[src/rtl/seg_scan_ctrl.sv]
// Time-multiplexed scan controller for an 8-tube seven-segment display.
// Snapshots four 4-bit values per frame and walks the tubes at SCAN_DIV cycles per tube.
//
// state | meaning
// ------+-------------------------------------------------
// IDLE  | after reset, outputs at zero, waiting for en
// SCAN  | cycling tubes; left only by reset
module seg_scan_ctrl #(
  parameter int SCAN_DIV = 50000,
  parameter int CNT_W    = 16
) (
  input  logic        clk,
  input  logic        rst_n,
  input  logic        en,
  input  logic [15:0] values,
  output logic [3:0]  digit,
  output logic [2:0]  select,
  output logic        place,
  output logic        frame_start
);

  localparam logic [0:0] IDLE = 1'b0;
  localparam logic [0:0] SCAN = 1'b1;

  localparam logic [CNT_W-1:0] DIV_LAST = CNT_W'(SCAN_DIV - 1);

  logic [0:0]       state;
  logic [CNT_W-1:0] presc;
  logic [15:0]      shadow;

  always_ff @(posedge clk or negedge rst_n) begin
    if (!rst_n) begin
      state       <= IDLE;
      presc       <= '0;
      select      <= '0;
      shadow      <= '0;
      frame_start <= 1'b0;
    end else begin
      frame_start <= 1'b0;
      case (state)
        IDLE: begin
          if (en) begin
            state       <= SCAN;
            shadow      <= values;
            select      <= '0;
            presc       <= '0;
            frame_start <= 1'b1;
          end
        end
        default: begin
          // en low holds the prescaler so a resumed tube finishes its remaining dwell
          if (en) begin
            if (presc == DIV_LAST) begin
              presc <= '0;
              if (select == 3'd7) begin
                shadow      <= values;
                select      <= '0;
                frame_start <= 1'b1;
              end else begin
                select <= select + 3'd1;
              end
            end else begin
              presc <= presc + CNT_W'(1);
            end
          end
        end
      endcase
    end
  end

  // Tube pair {2k, 2k+1} shows value k; odd tube is the tens place
  assign place = select[0];
  assign digit = shadow[{select[2:1], 2'b00} +: 4];

endmodule

[config.mk]
export PLATFORM = sky130hd
export DESIGN_NAME = seg_scan_ctrl
export DESIGN_NICKNAME = d
export VERILOG_FILES = /design/src/rtl/seg_scan_ctrl.sv
export SDC_FILE = /design/constraint.sdc
export NUM_CORES = 1
export LEC_CHECK = 0
export CAP_MARGIN = 0
export CORE_ASPECT_RATIO = 0.9
export CORE_MARGIN = 5
export CORE_UTILIZATION = 57
export CTS_BUF_LIST = sky130_fd_sc_hd__clkbuf_16
export CTS_CLUSTER_SIZE = 28
export DETAILED_ROUTE_END_ITERATION = 10
export PLACE_DENSITY_LB_ADDON = 0.3
export SYNTH_ARGS = -nofsm -noshare
export SYNTH_HDL_FRONTEND = slang
export SYNTH_SLANG_ARGS = --single-unit
[constraint.sdc]
create_clock -name clk -period 3.1 [get_ports clk]
set_input_delay 0.465 -clock clk [delete_from_list [all_inputs] [get_ports clk]]
set_output_delay 0.465 -clock clk [all_outputs]
set_load 0.005 [all_outputs]
==> reports/metrics.yaml <==
syn_inst: 151
period_minus_slack_ps: 2369
clock_tree.htree_level_count: 2
dieArea_mm2: 0.004549
cts_sinks: 37
drv_cap: 0
worst_pin_slew_ps: 459.0
hold_viol: 0
clock-root-buffer: "clkbuf_16"
gp_congestion: 0.8245
setup_violations: 0
area_growth_syn_to_layout_pct: 26.48
fmax_mhz: 422.1
grt_pass1_vias: 1349
port_buffers: 27
yosysWarnings: 0
synth-edff-count: 0
dpl_cell_area_mm2: 0.002185
p_per_area_mw_per_mm2: 595.1
final_cell_area_mm2: 0.002379
drt-vias-per-instance: 5.742
num_rows: 19
dp_hpwl_um: 2645
grt_max_degree: 38
ys_seq_elements: 37
crit_fanout: 17
num_vias: 1292
r2r_setup_slack_ps: 960
clock_skew_ps: 8.533
io_pins: 28
drt_iter0_drc: 112
whs_ps: 503.6
reg2reg_from: "presc[0]"
nNetsFinal: 204
run_status: "finished, final reports clean"
min_path_cells: 1
slew_headroom_pct: 69.40
die_x_um: 70.55
postCtsSetupBuffers: 0
clk_pin_slew_ps: 60
synthFlopType: "dfrtp_1"
wl_um: 3922
criticalPathCategory: "input pin to flip-flop"
ant_nets: 0
grt_overflow_total: 0
numCtsBuffers: 5
leakage_nw: 1.062
end_kind: "flip-flop"
timing.rr.end: "shadow[3]"
hold_path.class: "flip-flop to flip-flop"
fin_crit_sh_pct: 76.42
wl_per_cell_um: 17.43
tns_ps: 0
fin_cells: 225
seq_area_frac_synth_pct: 49.23
final_core_util_pct: 76.38
drv_slew: 0
critPathCapture: "shadow[3]"
crit_start: "en"
antenna_cells: 0
fillers: 198
die_h_um: 64.49
r2r_cells: 6
syn_area_mm2: 0.001881
drt-pass1-iter-count: 4
drive_gt1_share_pct: 20.22
ys_async_sr_fraction_pct: 100.0
avgSynthCellArea_um2: 12.45
track_usage_pct: 18.90
rsz0062_at_grt: "no"
crit_path_start_kind: "input pin"
cp.required_ps: 3260
synth_nets: 173
ys_types: 36
cts-hold-fix-buffers: 0
cts_resized: 0
tritoncts: "done"
grt_pass1_wl_um: 6644
drc_errors: 0
dp.cells: 217
core_area_mm2: 0.003114
clock_latency_ps: 280
antenna_found_initial: 0
crit_arrival_ps: 2530
peakVddDrop_v: 0.0004079
start_util_pct: 60.39
cts_buffer_depth: 2
-- how the worst min path moves through the flow --
stage | startpoint | endpoint | slack [ps]
final | shadow[9] | shadow[9] | 500
after detailed placement | shadow[9] | shadow[9] | 490
after global placement | shadow[6] | shadow[6] | 480
after CTS | shadow[9] | shadow[9] | 510
after global routing | shadow[9] | shadow[9] | 520
after floorplan | rst_n | frame_start | 170
-- synthesized netlist by cell type, types with 3 or more instances --
cell	n	area (um2)
dfrtp_1	37	925.9
nor2_1	14	52.55
mux2_4	9	135.1
nand3_1	8	40.04
xnor2_1	8	70.07
inv_1	7	26.28
mux2_2	7	78.83
nand2_1	7	26.28
mux4_2	4	90.09
nor4_1	4	25.02
o21ai_0	4	20.02
clkbuf_1	3	11.26
ha_1	3	37.54
mux2i_1	3	30.03
nand4_1	3	18.77
-- layout by cell type, fill, tap and decap left out, drive strengths merged --
cell type / synthesis / routed
dfrtp: 37 / 37
clkdlybuf4s50: 0 / 27
mux2: 16 / 16
nor2: 14 / 14
nand3: 8 / 8
xnor2: 8 / 8
inv: 7 / 8
nand2: 7 / 7
clkbuf: 3 / 5
nand4: 5 / 5
mux4: 4 / 4
o21ai: 4 / 4
nor4: 4 / 4
mux2i: 3 / 3
ha: 3 / 3
a21oi: 3 / 3
nor4b: 2 / 2
nand3b: 2 / 2
and3: 2 / 2
o31ai: 2 / 2
or4: 2 / 2
nor3: 2 / 2
xor2: 2 / 2
bufinv: 0 / 2
buf: 2 / 2
or2: 2 / 2
and4b: 1 / 1
and4: 1 / 1
nor2b: 1 / 1
a41oi: 1 / 1
nand2b: 1 / 1
a21boi: 1 / 1
o22ai: 1 / 1
-- routing by layer --
metal / track usage (%) / part of all wire, % / vias to the layer above
met5: 0 / 0 / -
met4: 7.042 / 1.9 / 0
met3: 5.255 / 5.1 / 8
met2: 31.43 / 50 / 31
met1: 23.81 / 43 / 642
li1: - / - / 611
-- flip-flops by register name (all words and copies together) (netlist names) --
signal / count
presc: 16
frame_start: 1
state: 1
select: 3
shadow: 16
-- critical path: stages --
cell and delay [ps]:
clkdlybuf4s50_1 710, and4_1 350, nand4_4 180, a21oi_4 170
buf_4 290, mux2_2 370
-- stage by stage --
| step | setup WS [ps] | total power [W] |
|---|---|---|
| final | 731.0 | 0.001415 |
| after floorplan | 1155 | 0.0006845 |
| after global routing | 607.2 | 0.001478 |
| after CTS | 730.2 | 0.001425 |
| after detailed placement | 443.4 | 0.0007551 |
| after global placement | 516.3 | 0.0007464 |
-- cells by family (layout without fill, tap and decap cells) --
kind of cell	Yosys count	after routing	share of synthesized area (%)
muxes	23	23	17.76
AOI/OAI and AO/OA	12	12	4.458
and+or+nand+nor	54	54	18.70
xor gates and xnor gates	10	10	4.658
adders and majority gates	3	3	1.996
buffers and inverters	12	44	3.194
DFF	37	37	49.23
-- report_power, final --
| group | internal, W | switching [W] | total, W |
|---|---|---|---|
| logic | 0.0000853 | 0.0000703 | 0.000156 |
| clock network | 0.000463 | 0.000200 | 0.000663 |
| registers | 0.000525 | 0.0000717 | 0.000597 |
| total | 0.00107 | 0.000342 | 0.00142 |
-- area by class of cell --
type / instances / area, um2 / area share [%]
Clock buffer: 5 / 125.1 / 5.260
Clock inverter: 3 / 68.82 / 2.893
Inverter: 7 / 26.28 / 1.105
Multi-Input combinational cell: 102 / 894.6 / 37.61
Sequential cell: 37 / 925.9 / 38.93
Tap cell: 42 / 52.55 / 2.209
Timing Repair Buffer: 29 / 285.3 / 11.99
No activity file was read; power rests on OpenSTA's default activity.
